<file path="config.mk">
export PLATFORM = sky130hd
export DESIGN_NAME = bin_to_bcd_flat
export DESIGN_NICKNAME = d
export VERILOG_FILES = /design/src/rtl/bin_to_bcd_pkg.sv /design/src/rtl/bin_to_bcd_if.sv /design/src/rtl/bin_to_bcd_add3.sv /design/src/rtl/bin_to_bcd.sv /design/src/flat_wrapper.sv
export SDC_FILE = /design/constraint.sdc
export NUM_CORES = 1
export LEC_CHECK = 0
export BUFFER_PORTS_ARGS = -buffer_cell sky130_fd_sc_hd__buf_2
export CAP_MARGIN = 25
export CORE_ASPECT_RATIO = 2
export CORE_MARGIN = 5
export CORE_UTILIZATION = 30
export DETAILED_ROUTE_END_ITERATION = 8
export HOLD_SLACK_MARGIN = 0.06
export PLACE_DENSITY = 0.46
export SLEW_MARGIN = 20
export SYNTH_ARGS = -nofsm -noshare
export SYNTH_HDL_FRONTEND = slang
export SYNTH_SLANG_ARGS = --single-unit
</file>
<file path="constraint.sdc">
create_clock -name i_clk -period 2.5 [get_ports i_clk]
set_input_delay 0.25 -clock i_clk [delete_from_list [all_inputs] [get_ports i_clk]]
set_output_delay 0.25 -clock i_clk [all_outputs]
set_load 0.005 [all_outputs]
</file>
<file path="src/rtl/bin_to_bcd_pkg.sv">
// Constants shared by the binary-to-BCD encoder, the 7-segment decoder and the display mux.
package bin_to_bcd_pkg;

  typedef enum logic {
    IDLE  = 1'b0,
    SHIFT = 1'b1
  } state_t;

  // Nibble value the 7-segment decoder renders as a blank digit.
  localparam logic [3:0] BCD_BLANK = 4'hF;

  function automatic longint unsigned pow10(input int n);
    longint unsigned r;
    r = 64'd1;
    for (int i = 0; i < n; i++) r = r * 64'd10;
    return r;
  endfunction

endpackage

</file>
<file path="src/rtl/bin_to_bcd_if.sv">
// Request/result bundle between a display-path client and the binary-to-BCD encoder.
interface bin_to_bcd_if #(
  parameter int BIN_WIDTH = 14,
  parameter int DIGITS    = 4
);
  logic                  start;
  logic [BIN_WIDTH-1:0]  bin;
  logic                  busy;
  logic                  done;
  logic [4*DIGITS-1:0]   bcd;
  logic                  overflow;

  modport master (output start, bin, input busy, done, bcd, overflow);
  modport slave  (input start, bin, output busy, done, bcd, overflow);
endinterface

</file>
<file path="src/rtl/bin_to_bcd_add3.sv">
// Per-digit correction for shift-and-add-3: a digit of 5 or more is bumped by 3 before the shift.
module bcd_add3 (
  input  logic [3:0] d,
  output logic [3:0] q
);
  assign q = (d >= 4'd5) ? d + 4'd3 : d;
endmodule

</file>
<file path="src/rtl/bin_to_bcd.sv">
// Sequential binary-to-BCD encoder, one input bit per clock; out-of-range values encode as blank digits.
module bin_to_bcd
  import bin_to_bcd_pkg::*;
#(
  parameter int BIN_WIDTH = 14,
  parameter int DIGITS    = 4
) (
  input  logic         i_clk,
  input  logic         i_rst,
  bin_to_bcd_if.slave  bus
);

  localparam int          SW      = 4 * DIGITS;
  localparam int          CW      = $clog2(BIN_WIDTH + 1);
  localparam logic [63:0] MAX_VAL = 64'(pow10(DIGITS) - 64'd1);

  state_t                 state;
  logic [CW-1:0]          cnt;
  logic [BIN_WIDTH-1:0]   sreg;
  logic [SW-1:0]          scratch;
  logic [SW-1:0]          corr;
  logic [SW-1:0]          scratch_nxt;
  logic                   ovf_lat;
  logic                   accept;

  function automatic logic [SW-1:0] blank_on_ovf(input logic [SW-1:0] v, input logic ovf);
    return ovf ? {DIGITS{BCD_BLANK}} : v;
  endfunction

  for (genvar g = 0; g < DIGITS; g++) begin : g_digit
    bcd_add3 u_add3 (
      .d (scratch[4*g +: 4]),
      .q (corr[4*g +: 4])
    );
  end

  // The bit leaving the top digit is dropped; the latched overflow compare covers it.
  assign scratch_nxt = SW'({corr, sreg[BIN_WIDTH-1]});
  assign accept      = (state == IDLE) && bus.start;

  // Operand / scratch datapath
  always_ff @(posedge i_clk) begin
    if (accept) begin
      sreg    <= bus.bin;
      scratch <= '0;
      ovf_lat <= 64'(bus.bin) > MAX_VAL;
    end else if (state == SHIFT) begin
      sreg    <= {sreg[BIN_WIDTH-2:0], 1'b0};
      scratch <= scratch_nxt;
    end
  end

  // Control FSM and registered results
  always_ff @(posedge i_clk) begin
    if (i_rst) begin
      state        <= IDLE;
      cnt          <= '0;
      bus.busy     <= 1'b0;
      bus.done     <= 1'b0;
      bus.bcd      <= '0;
      bus.overflow <= 1'b0;
    end else begin
      bus.done <= 1'b0;
      case (state)
        IDLE: begin
          if (bus.start) begin
            state    <= SHIFT;
            cnt      <= CW'(BIN_WIDTH);
            bus.busy <= 1'b1;
          end
        end
        SHIFT: begin
          cnt <= cnt - CW'(1);
          if (cnt == CW'(1)) begin
            state        <= IDLE;
            bus.busy     <= 1'b0;
            bus.done     <= 1'b1;
            bus.bcd      <= blank_on_ovf(scratch_nxt, ovf_lat);
            bus.overflow <= ovf_lat;
          end
        end
        default: state <= IDLE;
      endcase
    end
  end

endmodule

</file>
<file path="src/flat_wrapper.sv">
// flat-port wrapper written by rule: the top's interface ports become plain ports
module bin_to_bcd_flat import bin_to_bcd_pkg::*;
#(
  parameter int BIN_WIDTH = 14,
  parameter int DIGITS    = 4
)
  (i_clk, i_rst, bus_start, bus_bin, bus_busy, bus_done, bus_bcd, bus_overflow);
  bin_to_bcd_if #(.BIN_WIDTH(BIN_WIDTH), .DIGITS(DIGITS)) bus_i ();
  input  logic i_clk;
  input  logic i_rst;
  input wire logic [$bits(bus_i.start)-1:0] bus_start;
  input wire logic [$bits(bus_i.bin)-1:0] bus_bin;
  output wire logic [$bits(bus_i.busy)-1:0] bus_busy;
  output wire logic [$bits(bus_i.done)-1:0] bus_done;
  output wire logic [$bits(bus_i.bcd)-1:0] bus_bcd;
  output wire logic [$bits(bus_i.overflow)-1:0] bus_overflow;
  assign bus_i.start = bus_start;
  assign bus_i.bin = bus_bin;
  assign bus_busy = bus_i.busy;
  assign bus_done = bus_i.done;
  assign bus_bcd = bus_i.bcd;
  assign bus_overflow = bus_i.overflow;
  bin_to_bcd #(.BIN_WIDTH(BIN_WIDTH), .DIGITS(DIGITS)) u_core (.i_clk(i_clk), .i_rst(i_rst), .bus(bus_i));
endmodule
</file>
### After elaboration in Yosys (flattened, before gate mapping)

Index checks and enable logic that the tools add are counted.

| cells by class | value |
|---|---|
| equal/unequal tests | 3 |
| mux-type cells | 16 |
| reduce and logical (&&, ||, !) cells | 5 |
| $add $sub $neg | 5 |
| magnitude comparators | 5 |
| bitwise logic cells | 1 |

Operators by type and width:

| cell | number |
|---|---|
| $mux W14 | 2 |
| $ge A4 B3 Y1 const B | 4 |
| $mux W16 | 1 |
| $mux W4 | 4 |
| $gt A14 B14 Y1 const B | 1 |
| $add A4 B2 Y4 const B | 3 |
| $pmux W4 S2 | 1 |
| $mux W1 | 5 |
| $eq A4 B1 Y1 const B | 1 |
| $ne A2 B2 Y1 const B | 2 |
| $pmux W1 S2 | 2 |
| $reduce_and A2 Y1 | 2 |
| $sub A4 B1 Y4 const B | 1 |
| $add A3 B2 Y3 const B | 1 |
| $mux W3 | 1 |
| $reduce_bool A2 Y1 | 1 |
| $reduce_or A2 Y1 | 1 |
| $logic_and A1 B1 Y1 | 1 |
| $not A1 Y1 | 1 |

| word-level totals | value |
|---|---|
| logic and storage cells | 44 |
| bits in registers | 55 |
| input port bits | 17 |

### Longest topological paths before layout

Gate-level depths: netlist of the first run.

| logic depth | value |
|---|---|
| word-level depth | 3 |
| gate-level depth with buffers | 6 |

### By module

A second synthesis of the first run with hierarchy kept.

| second synthesis, totals | value |
|---|---|
| cell total of the unflattened synthesis | 255 |
| area total of the unflattened synthesis | 2583.7 um^2 |

By module, submodules not included:

| module | cells an instance | times used | area each (um^2) | seq. area each (um^2) |
|---|---|---|---|---|
| bin_to_bcd | 191 | 1 | 2178.3 | 1251.2 |
| bcd_add3 | 16 | 4 | 101.3 | 0.0 |

### Worst setup path after synthesis of the first run

Ideal clock, no wire load.

| timing | value |
|---|---|
| kind | input to register |
| start | input port bus_start |
| end | register u_core.sreg[10] (data pin) |
| data required time | 2.240 ns |
| arrival time | 1.234 ns |
| stages | 5 |
| buffers on the path | 3 |
| setup slack | 1.006 ns |
| setup time | 0.260 ns |
| cells stage by stage | buf_2 > nor2b_1 > buf_2 > buf_2 > mux2_2 |

| between the ends | value |
|---|---|
| cells in the longest elaborated chain, start to end | 2 |

Ends and longest elaborated chain:

| item | RTL line | source |
|---|---|---|
| start: declaration | flat_wrapper.sv:11 | `input wire logic [$bits(bus_i.start)-1:0] bus_start;` |
| $logic_and A1 B1 Y1 | bin_to_bcd.sv:39 | `assign accept = (state == IDLE) && bus.start;` |
| named net u_core.accept | bin_to_bcd.sv:24 | `logic accept;` |
| $mux W14 | bin_to_bcd.sv:43 | `if (accept) begin` |
| end signal: assignment | bin_to_bcd.sv:44 | `sreg <= bus.bin;` |
| end signal: assignment | bin_to_bcd.sv:48 | `sreg <= {sreg[BIN_WIDTH-2:0], 1'b0};` |
| end: declaration | bin_to_bcd.sv:19 | `logic [BIN_WIDTH-1:0] sreg;` |

The timed path passes the listed nets, and every way through them passes these cells.
A chain may end at the register's enable or synchronous reset.

### Worst setup path after layout of the first run

| timing | value |
|---|---|
| start | register u_core.scratch[1] |
| end | register u_core.bus.bcd[2] |

| between the ends | value |
|---|---|
| cells in the longest elaborated chain, start to end | 3 |

Ends and longest elaborated chain:

| item | RTL line | source |
|---|---|---|
| start: declaration | bin_to_bcd.sv:20 | `logic [SW-1:0] scratch;` |
| start signal: assignment | bin_to_bcd.sv:49 | `scratch <= scratch_nxt;` |
| $add A4 B2 Y4 or $ge A4 B3 Y1 (tied branches) | bin_to_bcd_add3.sv:6 | `assign q = (d >= 4'd5) ? d + 4'd3 : d;` |
| $mux W4 * | bin_to_bcd_add3.sv:6 |  |
| $mux W16 * | bin_to_bcd.sv:27 | `return ovf ? {DIGITS{BCD_BLANK}} : v;` |
| end signal: assignment | bin_to_bcd.sv:78 | `bus.bcd <= blank_on_ovf(scratch_nxt, ovf_lat);` |
| end: declaration | bin_to_bcd_if.sv:14 | `modport slave (input start, bin, output busy, done, bcd, overflow);` |

Every way passes the cells marked *; elsewhere a longest branch is shown, timed or not.

==> flow_summary_export.csv, run 1 <==
group,metric,value,unit
floorplanning,placement_rows,46,
route,viasPerCell,4.75,
global_routing,grt_max_degree,25,
clocking,cts_max_path_buffers,2,
clocking,cts_inserted_buffers,5,
global_routing,grt_pass1_wl,8.69,mm
cells_and_area,final_core_util,36.2,%
placed_design,io_buffers,35,
timing,fin_crit_sh,65.0,%
timing,setup_ws,0.875,ns
route,drt_iter0_drc,116,
clocking,post_cts_resized,0,
timing,finalHoldViolCount,0,
placed_design,post-place-ws,0.870,ns
route,detailroute.via_count,1695,
worst_hold_path,hold_class,"in2reg",
run,cap_violations,0,
worst_setup_path,crit_path_max_fanout,3,
timing,fin_crit,1.63,ns
route,drc,0,
worst_setup_path,cp.arrival,1.87,ns
pwr,peakVddDrop,396,uV
clocking,clkSinkCount,55,
cells_and_area,multiInputGateArea,0.00105,mm^2
floorplanning,die_h,137,um
logic_synthesis,synth_area_leaders,"dfxtp_1, edfxtp_1, mux2_2",
clocking,hold_buffers,0,
timing,max_freq,0.615,GHz
clocking,htreeDepth,2,
cells_and_area,nFillCells,788,
global_routing,grt_usage,11.2,%
clocking,post_cts_buffers,0,
clocking,cts_root_buffer,"clkbuf_16",
clocking,clkTransAtPathRegs,0.07,ns
pwr,p_per_area,704,mW/mm^2
global_routing,grt_pass1_vias,1823,
logic_synthesis,synthCells,226,
logic_synthesis,postSynthAreaPerCell,10.7,um^2
clocking,clk_latency,0.29,ns
route,routedWlPerCell,14.2,um
cells_and_area,diodes,0,
worst_setup_path,crit_slowest_cell,"dfxtp_1",
run_status,outcome,"complete, no violations",
worst_setup_path,critical_path_class,"reg2reg",
floorplanning,dieWidth,73.5,um
logic_synthesis,yosysTopAreaCellShare,33.1,%
floorplanning,ios,36,
timing,worst_pin_slew,0.554,ns
timing,relSlewSlack,63.0,%
timing,finalSetupTns,0,ns
worst_setup_path,start_kind,"register",
worst_setup_path,critical-path-max-stage-delay,0.36,ns
floorplanning,dieArea,0.0101,mm^2
floorplanning,core_area,0.00789,mm^2
worst_setup_path,path_cells,"inv_1, ha_1, nand2b_1, a21oi_1, mux2i_1, o221a_2",
timing,maxSlewViolCount,0,
worst_setup_path,critPathRequiredTime,2.74,ns
worst_setup_path,cp-end-kind,"register",
placed_design,place.gp.congestion,0.714,
route,ant_nets,0,
logic_synthesis,yosysWarnings,0,
logic_synthesis,synth-seq-area-share,51.7,%
cells_and_area,syn_to_final_growth,17.8,%
cells_and_area,seq_area,0.00125,mm^2
route,routed_wl,5.06,mm
logic_synthesis,synth_area_leader_cell,"dfxtp_1",
route,first_pass_iters,4,
global_routing,grt_antenna_before_repair,0,
logic_synthesis,synth_area,0.00242,mm^2
global_routing,overflow,0,
timing,rsz0062_at_grt,"no",
logic_synthesis,ys_types,33,
clocking,cts_tree,"yes",
timing,skew,0.00538,ns
logic_synthesis,ys_seq_elements,55,
cells_and_area,drive_gt1_share,28.4,%
timing,setup_viol_count_final,0,
placed_design,dp_hpwl,3.89,mm
pwr,p_leak,1.19,nW
logic_synthesis,synth.net_count,253,
cells_and_area,nets,287,
floorplanning,initial_core_util,30.7,%
-- Yosys cell counts --
library cell,instances
nand2b_1,4
nor3_1,9
o22ai_1,6
edfxtp_1,15
buf_6,1
ha_1,10
inv_2,1
a21oi_1,17
a211oi_2,2
nand3_1,1
nor4b_4,1
nand2_1,15
inv_1,13
nor2b_1,1
buf_4,2
mux2_2,14
nor2_1,10
nor4_1,1
o21ai_0,12
o221a_2,7
buf_2,5
and2_1,3
a211oi_1,3
mux2i_1,4
a21o_1,5
o31ai_1,1
clkbuf_1,5
dfxtp_1,40
nand2_2,1
a22o_1,2
xnor2_1,6
nor3b_1,8
o31a_1,1
-- sequential cells by signal, indices dropped and copies added, names as in the netlist --
register,cells
u_core.bus.overflow,1
u_core.cnt,4
u_core.bus.done,1
u_core.sreg,14
u_core.bus.bcd,16
u_core.ovf_lat,1
u_core.bus.busy,1
u_core.scratch,16
u_core.state,1
-- metal layers --
metal	vias up	part of all wire [%]	global-route usage, %
met5	-	0	0
met4	0	1.7	4.44
met3	5	5.2	3.09
met2	35	54	20.4
met1	785	39	11.6
li1	870	-	-
-- cell families (layout without fill, tap and decap cells) --
kind of cell / after synthesis / after routing / share of synthesized area [%]
xor+xnor: 6 / 6 / 2.17
fa+ha+maj: 10 / 10 / 5.17
flops: 55 / 55 / 51.7
buf+inv: 27 / 62 / 5.07
mux: 18 / 18 / 8.17
compound gates: 56 / 56 / 15.7
simple gates: 54 / 54 / 12.0
-- worst max-delay path, delay by kind of cell (launching register included) --
| family | cells | cell delay [ns] |
|---|---|---|
| buf+inv | 1 | 0.08 |
| compound gates | 2 | 0.49 |
| fa+ha+maj | 1 | 0.17 |
| flops | 1 | 0.36 |
| simple gates | 1 | 0.15 |
| mux | 1 | 0.33 |
-- layout make-up --
cell class              instances  area share [%]
clock inverters                 1           0.176
multi-input cells             144            36.7
well taps                      96            4.21
clock buffers                   7            5.75
inverters                      14            1.84
flip-flops and latches         55            43.9
repair buffers                 40            7.46
-- where the power goes --
part,total [mW],internal [mW],switching (mW)
combinational,0.218,0.102,0.116
sequential,1.02,0.982,0.0357
clock,0.772,0.458,0.314
total,2.01,1.54,0.465
-- final timing paths --
path                            cells after the start                from  slack (ns)            endpoint
worst max-delay path                                6   u_core.scratch[1]        0.87   u_core.bus.bcd[2]
worst min-delay path                                2          bus_bin[0]        0.24      u_core.sreg[0]
worst max register to register                      6   u_core.scratch[1]        0.87   u_core.bus.bcd[2]
worst min register to register                      2  u_core.scratch[13]        0.48  u_core.scratch[13]
-- through the flow --
stage / power [mW] / instances / hold slack [ns] / cell area, um^2
after floorplan: 1.19 / 226 / 0.440 / 2420
after global placement: 1.26 / 349 / 0.466 / 2680
after detailed placement: 1.26 / 349 / 0.476 / 2680
after CTS: 2.04 / 357 / 0.239 / 2850
after global routing: 2.11 / 357 / 0.251 / 2850
final: 2.01 / 357 / 0.242 / 2850
-- placed cells by master, fill, tap and decap left out, types with 2 or more instances in the layout --
cell,n
dfxtp_1,40
o22ai_1,6
nand2b_1,4
nor3_1,9
edfxtp_1,15
and2_1,3
a21oi_1,17
buf_4,5
nand2_1,15
ha_1,10
a211oi_1,3
a21o_1,5
buf_2,35
nor3b_1,8
o21ai_0,12
a22o_1,2
clkbuf_16,6
o221a_2,7
xnor2_1,6
a211oi_2,2
inv_1,13
nor2_1,10
mux2_2,14
mux2i_1,4
(Power assumes the default switching activity.)
==> run 2, diff against run 1 <==
Clock period 2.5 ns to 1.65 ns, I/O delays scaled along.
==> flow_summary_export.csv, run 2 (synthesized netlist as in run 1, its figures left out) <==
group,metric,value,unit
clocking,cts_inserted_buffers,5,
global_routing,grt_pass1_wl,8.58,mm
timing,rsz0062_at_grt,"no",
clocking,cts_root_buffer,"clkbuf_16",
timing,worst_pin_slew,0.485,ns
worst_setup_path,path_cells,"inv_1, ha_1, nand2b_1, a21oi_1, mux2_2, o22ai_1",
cells_and_area,syn_to_final_growth,18.7,%
worst_setup_path,cp-end-kind,"register",
worst_setup_path,critical_path_class,"reg2reg",
clocking,htreeDepth,2,
floorplanning,dieWidth,73.5,um
global_routing,grt_usage,11.2,%
floorplanning,dieArea,0.0101,mm^2
route,first_pass_iters,4,
global_routing,grt_pass1_vias,1753,
global_routing,grt_antenna_before_repair,0,
worst_setup_path,crit_slowest_cell,"mux2_2",
worst_setup_path,critical-path-max-stage-delay,0.39,ns
clocking,cts_max_path_buffers,2,
pwr,p_leak,1.19,nW
timing,setup_ws,0.130,ns
pwr,switchingPower,0.717,mW
global_routing,grt_max_degree,18,
timing,fin_crit_sh,92.1,%
worst_setup_path,critPathRequiredTime,1.88,ns
run,cap_violations,0,
timing,max_freq,0.658,GHz
timing,finalHoldViolCount,0,
floorplanning,die_h,137,um
worst_hold_path,hold_class,"in2reg",
global_routing,overflow,0,
clocking,cts_tree,"yes",
pwr,peakVddDrop,508,uV
pwr,sw_frac_of_total,24.4,%
cells_and_area,diodes,0,
clocking,clkTransAtPathRegs,0.07,ns
cells_and_area,mostFrequentLayoutCell,"dfxtp_1",
pwr,p_int,2.22,mW
cells_and_area,mostFrequentLayoutCells,"dfxtp_1, buf_2, a21oi_1, nand2_1, edfxtp_1",
timing,finalSetupTns,0,ns
route,ant_nets,0,
clocking,clkSinkCount,55,
timing,relSlewSlack,67.6,%
run_status,outcome,"complete, no violations",
pwr,finalPower,2.94,mW
route,detailroute.via_count,1736,
worst_setup_path,crit_family,"multiplexers",
cells_and_area,nets,292,
pwr,pwr-share-seq,52.5,%
floorplanning,initial_core_util,30.7,%
placed_design,dp_hpwl,3.94,mm
placed_design,place.gp.congestion,0.721,
placed_design,post-place-ws,0.0336,ns
route,routedWlPerCell,14.5,um
timing,setup_viol_count_final,0,
cells_and_area,drive_gt1_share,30.8,%
floorplanning,placement_rows,46,
timing,maxSlewViolCount,0,
worst_setup_path,path_buf_inv,1,
pwr,clkPwrFrac,35.5,%
timing,skew,0.00420,ns
clocking,hold_buffers,0,
route,routed_wl,5.24,mm
clocking,clk_latency,0.29,ns
timing,fin_crit,1.52,ns
worst_setup_path,cp.arrival,1.75,ns
floorplanning,core_area,0.00789,mm^2
route,drc,0,
pwr,comb_power_share,12.0,%
worst_setup_path,crit_path_max_fanout,3,
pwr,p_per_area,1020,mW/mm^2
cells_and_area,largestRegisters,"u_core.bus.bcd (16), u_core.scratch (16), u_core.sreg (14)",
placed_design,io_buffers,35,
route,viasPerCell,4.80,
floorplanning,ios,36,
worst_setup_path,start_kind,"register",
route,drt_iter0_drc,58,
-- run 2: timing repair --
item	4_1_cts	5_1_grt
setup buffers	0	0
gates resized for setup	0	4
endpoints found under the setup margin	0	3
endpoints found under the hold margin	0	0
-- run 2: worst paths after layout --
path	startpoint	depth (start not counted)	to	slack [ns]
worst max-delay path	u_core.scratch[13]	6	u_core.scratch[14]	0.13
worst max register to register	u_core.scratch[13]	6	u_core.scratch[14]	0.13
worst min register to register	u_core.scratch[13]	2	u_core.scratch[13]	0.48
worst min-delay path	bus_bin[0]	2	u_core.sreg[0]	0.15
-- run 2: area by class of cell --
cell class / instances / area, um^2
Fill cell: 804 / 5010
Inverter: 14 / 52.6
Timing Repair Buffer: 45 / 250
Sequential cell: 55 / 1250
Tap cell: 96 / 120
Multi-Input combinational cell: 144 / 1060
Clock inverter: 2 / 11.3
Clock buffer: 6 / 129
-- run 2: metal layers --
metal  global-route usage (%)  vias up  share of wire (%)
met5                        0        -                  0
met4                     4.84        0                2.1
met3                     2.65        7                4.4
met2                     20.4       33                 54
met1                     11.9      813                 40
li1                         -      883                  -
-- run 2: power groups by stage --
stage / Sequential (mW) / Combinational, mW / Clock, mW
finish: 1.54 / 0.353 / 1.04
global route: 1.56 / 0.397 / 1.12
CTS: 1.54 / 0.352 / 1.08
detailed placement: 1.57 / 0.352 / 0
global placement: 1.57 / 0.343 / 0
floorplan: 1.56 / 0.249 / 0
-- run 2: per-stage QoR --
step | cells | utilization, % | hold slack [ns] | cell area, um^2
floorplan | 226 | - | 0.363 | 2420
CTS | 362 | 36.3 | 0.144 | 2860
global placement | 354 | 34.5 | 0.451 | 2720
global route | 362 | 36.4 | 0.158 | 2870
finish | 362 | 36.4 | 0.152 | 2870
detailed placement | 354 | 34.5 | 0.463 | 2720
-- run 2: worst register-to-register path, stage by stage, from the launching register on --
cell and delay, ns:
dfxtp_1 0.33, inv_1 0.06, ha_1 0.17, nand2b_1 0.13, a21oi_1 0.24, mux2_2 0.39, o22ai_1 0.14
==> run 3, diff against run 2 <==
Settings changed: ABC_AREA set to 1.
==> flow_summary_export.csv, run 3 <==
group,metric,value,unit
run_status,outcome,"complete, no violations",
route,first_pass_iters,4,
timing,maxSlewViolCount,0,
worst_setup_path,crit_family,"simple AND/OR/NAND/NOR gates",
logic_synthesis,synth_area_leaders,"dfxtp_1, nand2_1, edfxtp_1",
clocking,hold_buffers,0,
logic_synthesis,yosysWarnings,0,
clocking,post_cts_resized,0,
floorplanning,placement_rows,47,
worst_setup_path,crit_path_max_fanout,12,
clocking,htreeDepth,2,
logic_synthesis,synth-seq-area-share,48.7,%
floorplanning,dieArea,0.0106,mm^2
cells_and_area,largestRegisters,"u_core.bus.bcd (16), u_core.scratch (16), u_core.sreg (14)",
timing,finalSetupTns,0,ns
floorplanning,dieWidth,75.5,um
route,drt_iter0_drc,89,
clocking,cts_max_path_buffers,2,
worst_hold_path,whs_endpoint,"u_core.sreg[3]",
worst_setup_path,crit_slowest_cell,"dfxtp_1",
global_routing,grt_pass1_wl,9.73,mm
floorplanning,ios,36,
logic_synthesis,ys_types,19,
logic_synthesis,yosysTopAreaCellShare,31.1,%
route,detailroute.via_count,2213,
timing,finalHoldViolCount,0,
pwr,p_leak,1.52,nW
worst_hold_path,worstHoldPathCells,3,
floorplanning,core_area,0.00835,mm^2
cells_and_area,mostFrequentLayoutCell,"nand2_1",
clocking,cts_root_buffer,"clkbuf_16",
clocking,clkTransAtPathRegs,0.07,ns
global_routing,grt_pass1_vias,2184,
timing,rsz0062_at_grt,"no",
timing,setup_viol_count_final,0,
logic_synthesis,ys_seq_elements,55,
cells_and_area,diodes,0,
logic_synthesis,synth_ff_type,"dfxtp_1",
global_routing,grt_antenna_before_repair,0,
clocking,post_cts_buffers,0,
clocking,clk_latency,0.29,ns
route,ant_nets,0,
global_routing,overflow,0,
cells_and_area,syn_to_final_growth,17.3,%
worst_setup_path,critPathRequiredTime,1.84,ns
worst_setup_path,path_buf_inv,4,
timing,worst_pin_slew,0.456,ns
logic_synthesis,synth_area,0.00257,mm^2
worst_setup_path,r2r_setup_slack,0.30,ns
placed_design,dp_hpwl,4.28,mm
placed_design,place.gp.congestion,0.798,
pwr,p_per_area,975,mW/mm^2
clocking,clkSinkCount,55,
worst_setup_path,critical_path_class,"reg2reg",
timing,relSlewSlack,69.6,%
worst_setup_path,cp.arrival,1.54,ns
worst_setup_path,critical-path-max-stage-delay,0.31,ns
worst_setup_path,reg2reg_depth,10,
clocking,cts_tree,"yes",
worst_setup_path,timing.rr.start,"u_core.cnt[1]",
logic_synthesis,synthCells,353,
placed_design,post-place-ws,0.303,ns
logic_synthesis,postSynthAreaPerCell,7.28,um^2
logic_synthesis,synth_edf_count,15,
logic_synthesis,synthArstFlopShare,0,%
worst_setup_path,path_cells,"inv_1, ha_1, nand2_1, inv_2, nand2_2, nor2_2, buf_4, nand3_1, nand2_1, inv_1",
route,routedWlPerCell,11.7,um
logic_synthesis,synth.net_count,380,
placed_design,io_buffers,35,
cells_and_area,drive_gt1_share,13.2,%
route,viasPerCell,4.50,
pwr,peakVddDrop,693,uV
logic_synthesis,synth_most_common_cell,"nand2_1",
worst_setup_path,worst_r2r_endpoint,"u_core.bus.bcd[12]",
floorplanning,die_h,141,um
clocking,cts_inserted_buffers,5,
global_routing,grt_usage,11.9,%
timing,fin_crit,1.35,ns
timing,fin_crit_sh,81.8,%
floorplanning,initial_core_util,30.8,%
route,routed_wl,5.76,mm
worst_setup_path,start_kind,"register",
run,cap_violations,0,
cells_and_area,mostFrequentLayoutCells,"nand2_1, nor2_1, inv_1",
timing,skew,0.00627,ns
cells_and_area,nets,420,
worst_setup_path,cp-end-kind,"register",
logic_synthesis,ys_top_cells_by_count,"nand2_1, nor2_1, inv_1",
route,drc,0,
logic_synthesis,synth_area_leader_cell,"dfxtp_1",
timing,max_freq,0.741,GHz
timing,fin_hold_ws,0.145,ns
timing,setup_ws,0.301,ns
worst_hold_path,min_from,"bus_bin[3]",
worst_hold_path,hold_class,"in2reg",
global_routing,grt_max_degree,18,
## run 3: changes by cell type after synthesis, sizes merged, moves of 6 or more
cell	before	now
a21oi	17	10
nand4	0	10
nor2	10	52
inv	14	46
nor3b	8	0
nor3	9	2
xnor2	6	0
nand2	16	122
nand3	1	19
o22ai	6	0
mux2	14	0
o221a	7	0
## run 3: final cells by class
cell class / count / area, um^2
Multi-Input combinational cell: 244 / 1100
Tap cell: 98 / 123
Fill cell: 862 / 5330
Sequential cell: 55 / 1250
Timing Repair Buffer: 41 / 220
Clock buffer: 7 / 143
Clock inverter: 1 / 3.75
Inverter: 46 / 173
## run 3: logic make-up (layout without fill, tap and decap cells)
kind of cell	Yosys count	after routing	synth area share [%]
AOI/OAI and AO/OA	29	29	5.84
adders and majority gates	10	10	4.87
buffers and inverters	54	95	8.42
DFF	55	55	48.7
and+or+nand+nor	205	205	32.2
## run 3: report_power, final
| group | internal (mW) | total [mW] | leakage, nW | switching, mW |
|---|---|---|---|---|
| Sequential | 1.49 | 1.55 | 0.479 | 0.0554 |
| Combinational | 0.121 | 0.327 | 0.972 | 0.207 |
| Clock | 0.601 | 1.07 | 0.0716 | 0.467 |
## run 3: worst register-to-register path: stages, from the launching register on
cell and delay, ns:
dfxtp_1 0.31, inv_1 0.10, ha_1 0.15, nand2_1 0.06
inv_2 0.06, nand2_2 0.07, nor2_2 0.10, buf_4 0.21
nand3_1 0.11, nand2_1 0.07, inv_1 0.03
## run 3: how the worst max path moves through the flow
| stage | from | end | cells after the start |
|---|---|---|---|
| global placement | u_core.cnt[1] | u_core.bus.bcd[14] | 10 |
| CTS | u_core.cnt[1] | u_core.bus.bcd[4] | 10 |
| global route | u_core.cnt[1] | u_core.bus.bcd[5] | 10 |
| finish | u_core.cnt[1] | u_core.bus.bcd[12] | 10 |
| detailed placement | u_core.cnt[1] | u_core.bus.bcd[4] | 10 |
| floorplan | u_core.cnt[1] | u_core.bus.bcd[10] | 11 |
## run 3: routing by layer
metal,part of all wire [%],up-vias,GRT usage (%)
li1,-,1185,-
met1,40,977,12.8
met2,53,41,21.5
met3,3.7,10,2.35
met4,2.5,0,5.25
met5,0,-,0
## run 3: stage by stage
step,cells,util (%),area (um^2),power (mW)
after floorplan,353,-,2570,1.79
after global placement,484,34.4,2870,1.91
after detailed placement,484,34.4,2870,1.91
after CTS,492,36.1,3020,3.00
after global routing,492,36.1,3020,3.12
final,492,36.1,3020,2.94
